### src/rtl/gb_lcd_capture.sv
`default_nettype none
// ============================================================================
// Module   : gb_lcd_capture
// Purpose  : Samples the asynchronous Game Boy LCD bus and emits one linear
//            framebuffer write per accepted pixel, with line/frame checking.
// Revision : 1.0 - initial release
// ============================================================================
module gb_lcd_capture #(
  parameter int H_PIX       = 160,
  parameter int V_LINES     = 144,
  parameter int SYNC_STAGES = 2,
  parameter int ADDR_W      = 15
) (
  input  logic              clk,
  input  logic              rst_n,
  input  logic [1:0]        idata,
  input  logic              iclk,
  input  logic              ihsync,
  input  logic              ivsync,
  output logic [ADDR_W-1:0] wraddress,
  output logic [1:0]        wdata,
  output logic              wren,
  output logic              frame_done,
  output logic              line_err,
  output logic              frame_err,
  output logic              locked
);

  localparam int COL_W = $clog2(H_PIX + 1);
  localparam int ROW_W = $clog2(V_LINES + 1);

  localparam logic [1:0] S_IDLE    = 2'd0;
  localparam logic [1:0] S_CAPTURE = 2'd1;
  localparam logic [1:0] S_DONE    = 2'd2;

  localparam logic [COL_W-1:0]  c_h_pix     = COL_W'(H_PIX);
  localparam logic [COL_W-1:0]  c_last_col  = COL_W'(H_PIX - 1);
  localparam logic [ROW_W-1:0]  c_v_lines   = ROW_W'(V_LINES);
  localparam logic [ROW_W-1:0]  c_last_row  = ROW_W'(V_LINES - 1);
  localparam logic [ADDR_W-1:0] c_row_step  = ADDR_W'(H_PIX);

  logic [SYNC_STAGES-1:0]      r_clk_sync;
  logic [SYNC_STAGES-1:0]      r_hs_sync;
  logic [SYNC_STAGES-1:0]      r_vs_sync;
  logic [SYNC_STAGES-1:0][1:0] r_data_sync;
  logic                        r_clk_prev;
  logic                        r_hs_prev;
  logic                        r_vs_prev;

  logic [1:0]        r_state;
  logic [ROW_W-1:0]  r_row;
  logic [COL_W-1:0]  r_col;
  logic [ADDR_W-1:0] r_base;
  logic              r_ovf;
  logic              r_frame_bad;
  logic              r_wren;
  logic [ADDR_W-1:0] r_wraddress;
  logic [1:0]        r_wdata;
  logic              r_frame_done;
  logic              r_line_err;
  logic              r_frame_err;
  logic              r_locked;

  logic       w_pix_edge;
  logic       w_hs_edge;
  logic       w_vs_edge;
  logic [1:0] w_pix_data;

  // Data shares the pixel-clock chain depth so it arrives with its strobe.
  always_ff @(posedge clk or negedge rst_n) begin
    if (!rst_n) begin
      r_clk_sync  <= '0;
      r_hs_sync   <= '0;
      r_vs_sync   <= '0;
      r_data_sync <= '0;
      r_clk_prev  <= 1'b0;
      r_hs_prev   <= 1'b0;
      r_vs_prev   <= 1'b0;
    end else begin
      r_clk_sync  <= {r_clk_sync[SYNC_STAGES-2:0], iclk};
      r_hs_sync   <= {r_hs_sync[SYNC_STAGES-2:0], ihsync};
      r_vs_sync   <= {r_vs_sync[SYNC_STAGES-2:0], ivsync};
      r_data_sync <= {r_data_sync[SYNC_STAGES-2:0], idata};
      r_clk_prev  <= r_clk_sync[SYNC_STAGES-1];
      r_hs_prev   <= r_hs_sync[SYNC_STAGES-1];
      r_vs_prev   <= r_vs_sync[SYNC_STAGES-1];
    end
  end

  assign w_pix_edge = r_clk_sync[SYNC_STAGES-1] & ~r_clk_prev;
  assign w_hs_edge  = r_hs_sync[SYNC_STAGES-1] & ~r_hs_prev;
  assign w_vs_edge  = r_vs_sync[SYNC_STAGES-1] & ~r_vs_prev;
  assign w_pix_data = r_data_sync[SYNC_STAGES-1];

  always_ff @(posedge clk or negedge rst_n) begin
    if (!rst_n) begin
      r_state      <= S_IDLE;
      r_row        <= '0;
      r_col        <= '0;
      r_base       <= '0;
      r_ovf        <= 1'b0;
      r_frame_bad  <= 1'b0;
      r_wren       <= 1'b0;
      r_wraddress  <= '0;
      r_wdata      <= '0;
      r_frame_done <= 1'b0;
      r_line_err   <= 1'b0;
      r_frame_err  <= 1'b0;
      r_locked     <= 1'b0;
    end else begin
      r_wren       <= 1'b0;
      r_frame_done <= 1'b0;
      r_line_err   <= 1'b0;
      r_frame_err  <= 1'b0;

      // vsync outranks hsync, which outranks a pixel in the same cycle.
      if (w_vs_edge) begin
        if (r_state == S_CAPTURE) begin
          r_frame_err <= 1'b1;
          r_locked    <= 1'b0;
        end
        r_state     <= S_CAPTURE;
        r_row       <= '0;
        r_col       <= '0;
        r_base      <= '0;
        r_ovf       <= 1'b0;
        r_frame_bad <= 1'b0;
      end else if (r_state == S_CAPTURE) begin
        if (w_hs_edge) begin
          // col==0 means the line has not started yet (hsync right after vsync).
          if (r_col != '0) begin
            r_row  <= r_row + ROW_W'(1);
            r_col  <= '0;
            r_base <= r_base + c_row_step;
            r_ovf  <= 1'b0;
            if ((r_col != c_h_pix) || r_ovf) begin
              r_line_err  <= 1'b1;
              r_locked    <= 1'b0;
              r_frame_bad <= 1'b1;
            end
          end
        end else if (w_pix_edge) begin
          if ((r_col < c_h_pix) && (r_row < c_v_lines)) begin
            r_wren      <= 1'b1;
            r_wraddress <= r_base + ADDR_W'(r_col);
            r_wdata     <= w_pix_data;
            r_col       <= r_col + COL_W'(1);
            if ((r_col == c_last_col) && (r_row == c_last_row)) begin
              r_frame_done <= 1'b1;
              r_locked     <= ~r_frame_bad;
              r_state      <= S_DONE;
            end
          end else if (r_col == c_h_pix) begin
            r_ovf <= 1'b1;
          end
        end
      end
    end
  end

  assign wren       = r_wren;
  assign wraddress  = r_wraddress;
  assign wdata      = r_wdata;
  assign frame_done = r_frame_done;
  assign line_err   = r_line_err;
  assign frame_err  = r_frame_err;
  assign locked     = r_locked;

endmodule
`default_nettype wire

### config.mk
export PLATFORM = sky130hd
export DESIGN_NAME = gb_lcd_capture
export DESIGN_NICKNAME = d
export VERILOG_FILES = /design/src/rtl/gb_lcd_capture.sv
export SDC_FILE = /design/constraint.sdc
export NUM_CORES = 1
export LEC_CHECK = 0
export CAP_MARGIN = 20
export CORE_UTILIZATION = 45
export CTS_CLUSTER_DIAMETER = 50
export CTS_CLUSTER_SIZE = 28
export DETAILED_ROUTE_END_ITERATION = 10
export PLACE_DENSITY = 0.68
export REMOVE_ABC_BUFFERS = 1
export SYNTH_ARGS = -nofsm -noshare
export SYNTH_HDL_FRONTEND = slang
export SYNTH_SLANG_ARGS = --single-unit
export TNS_END_PERCENT = 1
### constraint.sdc
create_clock -name clk -period 2.2 [get_ports clk]
set_input_delay 0.44 -clock clk [delete_from_list [all_inputs] [get_ports clk]]
set_output_delay 0.44 -clock clk [all_outputs]
set_load 0.02 [all_outputs]
# Word level (Yosys, flattened, before mapping)
# Cells that the tools add are included.
[op_classes]
n_addsub = 4
magnitude_cmp = 2
n_eq_ne = 9
n_mux = 59
bitwise_logic = 9
reduce_logical = 22
[op_table]
columns = ["cell", "n"]
rows = [
  ["$mux W8", 10],
  ["$mux W15", 4],
  ["$mux W1", 39],
  ["$eq A8 B8 Y1 const B", 3],
  ["$add A8 B1 Y8 const B", 2],
  ["$lt A8 B8 Y1 const B", 2],
  ["$add A15 B8 Y15", 1],
  ["$add A15 B8 Y15 const B", 1],
  ["$reduce_and A5 Y1", 3],
  ["$reduce_bool A2 Y1", 7],
  ["$mux W2", 6],
  ["$reduce_bool A3 Y1", 4],
  ["$ne A8 B8 Y1 const B", 1],
  ["$reduce_and A4 Y1", 2],
  ["$reduce_bool A8 Y1", 1],
  ["$ne A3 B1 Y1 const B", 2],
  ["$not A1 Y1", 6],
  ["$reduce_and A6 Y1", 1],
  ["$and A1 B1 Y1", 3],
  ["$ne A3 B3 Y1 const B", 1],
  ["$reduce_and A3 Y1", 1],
  ["$eq A2 B1 Y1 const B", 1],
  ["$logic_and A1 B1 Y1", 2],
  ["$ne A2 B1 Y1 const B", 1],
  ["$logic_or A1 B1 Y1", 1],
]
[word_totals]
ff_bits = 70
in_bits = 7
out_inout_bits = 22
elab_cells = 126

# Logic depth before layout (Yosys ltp)
[logic_depth]
word_depth = 8
depth_mapped = 8
depth_no_buf = 7

# Least setup slack after synthesis
# No wires, ideal clock.
[synth_timing]
path_type = "register to register"
startpoint = "reg r_col[6]"
endpoint = "reg r_wraddress[11] (netlist: wraddress[11])"
setup_time_ns = 0.125
arrival_time_ns = 1.718
t_required_ns = 2.075
setup_slack_ns = 0.358
path_stages_with_launch = 7
n_path_buf = 0
synth_period_minus_slack_ns = 1.842
path_cell_list = "dfrtp_1 ha_1 a211oi_1 nor3_1 nand2_1 xnor2_1 mux2_2"
[synth_between]
elab_chain_len = 3
word_cells_on_any_way = 4
cone_classes = "add/sub (1); order compare (1); reduce/logical (2)"
[synth_lines]
columns = ["element", "line_no", "source"]
rows = [
  ["start, declared", "52", "logic [COL_W-1:0] r_col;"],
  ["start signal, assigned", "147", "r_col <= r_col + COL_W'(1);"],
  ["$lt A8 B8 Y1", "143", "if ((r_col < c_h_pix) && (r_row < c_v_lines)) begin"],
  ["$logic_and A1 B1 Y1", "143", ""],
  ["$reduce_and A5 Y1 (no source line)", "-", ""],
  ["end signal, assigned", "145", "r_wraddress <= r_base + ADDR_W'(r_col);"],
  ["end, declared", "57", "logic [ADDR_W-1:0] r_wraddress;"],
]
# Parallel ways exist; a longest one is shown, timed or not.
# A chain may end at the register's enable or synchronous reset.

# Worst setup path in the final report
[layout_timing]
startpoint = "reg r_row[4]"
endpoint = "reg r_wraddress[8] (netlist: wraddress[8])"
[layout_between]
elab_chain_len = 3
[layout_lines]
columns = ["element", "line_no", "source"]
rows = [
  ["start, declared", "51", "logic [ROW_W-1:0] r_row;"],
  ["start signal, assigned", "132", "r_row <= r_row + ROW_W'(1);"],
  ["$lt A8 B8 Y1", "143", ""],
  ["$logic_and A1 B1 Y1", "143", ""],
  ["$reduce_and A5 Y1 (no source line)", "-", ""],
]
# No other way between the ends.

==> impl_metrics.tcl <==
set metrics [dict create \
    nNetsFinal 315 \
    drtAntennaViolNets 0 \
    reg2regPathDepth 4 \
    start_kind "register" \
    r2r_slack_ns 0.23 \
    antenna_found_initial 0 \
    wl_per_cell_um 13.88 \
    status "complete, no violations" \
    critPathRequiredTime_ns 2.42 \
    post_cts_buffers 0 \
    rsz0062_at_grt "false" \
    grt_max_degree 66 \
    max_stage_delay_ns 0.48 \
    fp.dieArea_sq_mm 0.006878 \
    syn_to_final_growth_pct 19.02 \
    ctsRootBufferMaster "clkbuf_8" \
    rr_endpoint "wraddress[8]$_DFFE_PN0P_" \
    switching_share_pct 29.92 \
    io_pins 29 \
    crit_family "simple AND/OR/NAND/NOR gates" \
    nFillCells 533 \
    crit_type "reg -> reg" \
    ys_types 46 \
    dr.pass1.iters 4 \
    finalSetupViolCount 0 \
    num_rows 29 \
    ys_seq_area_share_pct 55.18 \
    cap_viol_max_count 0 \
    drive_gt1_share_pct 13.07 \
    dp_hpwl_um 3504 \
    skew_ns 0.01260 \
    wl_met2_um 2432 \
    drt_wl_total_um 5316 \
    synth-seq-cells 65 \
    finalHoldViolCount 0 \
    cts.repair.resized 0 \
    gp_congestion 0.8063 \
    p_switching_mw 0.9724 \
    timing.final.max_slew_violations 0 \
    drt_iter0_markers 229 \
    cts_max_path_buffers 2 \
    fmax_ghz 0.5078 \
    htree_levels 3 \
    route.met3.wl_um 232 \
    powerDensity_mw_per_mm2 926.3 \
    worst_ep_arrival_time_ns 2.19 \
    critPathSlowestCell "o31ai_1" \
    cp-end-kind "register" \
    num_vias 2066 \
    grt_pass1_vias 2005 \
    period_minus_slack_ns 1.969 \
    cts_tree "built" \
    synthArstFlopShare_pct 100.0 \
    path_cells "o31ai_1 -> nand2_2 -> nor2_8 -> mux2_2" \
    yosys_warnings 0 \
    maxUsedRoutingLayer "met4" \
    cp-endpoint "wraddress[8]$_DFFE_PN0P_" \
    avgSynthCellArea_sq_um 11.08 \
    max_slew_margin_pct 64.92 \
    via_per_inst 5.394 \
    coreArea_sq_mm 0.006350 \
    p_leak_nw 1.563 \
    grt_overflow 0 \
    cts-hold-fix-buffers 0 \
    ir_worst_vdd_uv 513.2 \
    clock_latency_ns 0.34 \
    clock_sinks 65 \
    p_comb_share_pct 23.2 \
    total_power_mw 3.250 \
    fin_crit_sh_pct 89.51 \
    clockPowerShare_pct 30.4 \
    die_y_um 82.94 \
    hold_path_class "in -> async" \
    finalSetupTns_ns 0 \
    synthesis.area_sq_mm 0.002948 \
    chipWidth_um 82.94 \
    cts_buffers 9 \
    grt.total_usage_pct 17.32 \
    tightest_slew_ns 0.5231 \
    syn_inst 266 \
    worst-path-buf-inv 0 \
    regToRegStartpoint "r_row[4]$_DFFE_PN0P_" \
    port_buffers 28 \
    seq_power_share_pct 46.4 \
    synth_ff_type "dfrtp_1" \
    n_antenna_cell 0 \
    worst-path-stages 4 \
    drc 0 \
    cts.clk_slew.worst_paths_ns 0.07 \
    cp_max_fo 19 \
    start_util_pct 46.42 \
    critPathLaunch "r_row[4]$_DFFE_PN0P_" \
    synth_edf_count 0 \
    grt_pass1_wl_um 9377 \
    wirelength_met1_um 2528 \
    p_int_mw 2.277 \
]
state kept, by name (all words and copies together), names as in the netlist, 8 cells and up:
register and flops:
r_col 8, r_row 8, wraddress 15, r_base 10
stage by stage:
step / setup slack, ns / hold slack (ns) / std cells / util [%] / area (sq um)
2_1_floorplan: 0.1030 / 0.1444 / 255 / - / 2883
3_3_place_gp: 0.2844 / 0.3317 / 367 / 52.28 / 3319
3_5_place_dp: 0.2463 / 0.3356 / 367 / 52.28 / 3319
4_1_cts: 0.2232 / 0.1106 / 383 / 55.25 / 3508
5_1_grt: 0.04075 / 0.1268 / 383 / 55.25 / 3508
6_report: 0.2307 / 0.08762 / 383 / 55.25 / 3508
metal layers:
| metal | vias to the layer above | track usage (%) |
|---|---|---|
| li1 | 1003 | - |
| met1 | 1001 | 23.96 |
| met2 | 52 | 25.48 |
| met3 | 10 | 3.678 |
| met4 | 0 | 9.404 |
| met5 | - | 0 |
worst min-delay path by stage:
| stage | startpoint | to | slack, ns | cells after the start |
|---|---|---|---|---|
| after global routing | rst_n | r_row[4]$_DFFE_PN0P_ | 0.13 | 2 |
| after global placement | r_clk_sync[0]$_DFF_PN0_ | r_clk_sync[1]$_DFF_PN0_ | 0.33 | 0 |
| final | rst_n | wraddress[6]$_DFFE_PN0P_ | 0.09 | 2 |
| after floorplan | rst_n | frame_done$_DFF_PN0_ | 0.14 | 0 |
| after CTS | rst_n | wraddress[7]$_DFFE_PN0P_ | 0.11 | 2 |
| after detailed placement | r_hs_sync[0]$_DFF_PN0_ | r_hs_sync[1]$_DFF_PN0_ | 0.34 | 0 |
kinds of logic after synthesis:
group | Yosys count | synth area share, %
multiplexers | 11 | 4.202
adder cells (fa/ha/maj) | 7 | 2.971
buffers and inverters | 14 | 2.588
flip-flops | 65 | 55.18
AND/OR/NAND/NOR | 98 | 18.25
XOR/XNOR | 21 | 6.239
AO/OA/AOI/OAI | 50 | 10.57
Yosys cell counts (2+ instances only):
master / instances / area share, %
nor2b_1: 3 / 0.64
and3_1: 3 / 0.64
nand4_1: 2 / 0.42
nand4bb_1: 2 / 0.76
a211oi_1: 2 / 0.51
buf_4: 2 / 0.51
nor3_1: 7 / 1.2
buf_2: 3 / 0.51
mux2_2: 11 / 4.2
a21o_1: 5 / 1.3
dfrtp_1: 65 / 55
nand2b_1: 4 / 0.85
clkbuf_1: 4 / 0.51
o21ai_0: 10 / 1.7
inv_1: 3 / 0.38
nand2_1: 15 / 1.9
a21oi_1: 17 / 2.9
o2111ai_1: 2 / 0.59
ha_1: 7 / 3.0
nand3_1: 11 / 1.9
xnor2_1: 11 / 3.3
nor2_1: 35 / 4.5
or3_1: 5 / 1.1
a31oi_1: 6 / 1.3
xor2_1: 10 / 3.0
area by class of cell:
cell class | instances | area [sq um] | area share [%]
Clock inverter | 3 | 40.04 | 1.141
Inverter | 3 | 11.26 | 0.3210
Tap cell | 77 | 96.34 | 2.746
Clock buffer | 13 | 148.9 | 4.244
Multi-Input combinational cell | 187 | 1245 | 35.48
Timing Repair Buffer | 35 | 340.3 | 9.700
Sequential cell | 65 | 1627 | 46.36
power groups by stage:
stage / sequential [mW] / clock (mW) / combinational [mW]
after floorplan: 1.60 / 0 / 0.363
after global placement: 1.52 / 0 / 0.746
after detailed placement: 1.53 / 0 / 0.762
after CTS: 1.51 / 1.02 / 0.763
after global routing: 1.54 / 1.07 / 0.838
final: 1.51 / 0.987 / 0.755
placed cells by master, fill, tap and decap left out, types with 3 or more instances in the layout:
| master | netlist | final |
|---|---|---|
| nor2b_1 | 3 | 3 |
| clkbuf_8 | 0 | 10 |
| clkdlybuf4s50_1 | 0 | 27 |
| nor2_1 | 35 | 35 |
| inv_1 | 3 | 3 |
| nor3_1 | 7 | 7 |
| nand2b_1 | 4 | 4 |
| and3_1 | 3 | 3 |
| o21ai_0 | 10 | 10 |
| nand3_1 | 11 | 11 |
| buf_4 | 2 | 6 |
| xor2_1 | 10 | 10 |
| a21o_1 | 5 | 5 |
| or3_1 | 5 | 5 |
| ha_1 | 7 | 7 |
| a31oi_1 | 6 | 6 |
| clkbuf_1 | 4 | 3 |
| mux2_2 | 11 | 11 |
| xnor2_1 | 11 | 11 |
| dfrtp_1 | 65 | 65 |
| a21oi_1 | 17 | 17 |
| nand2_1 | 15 | 15 |
Power figures use the tool's default switching activity.
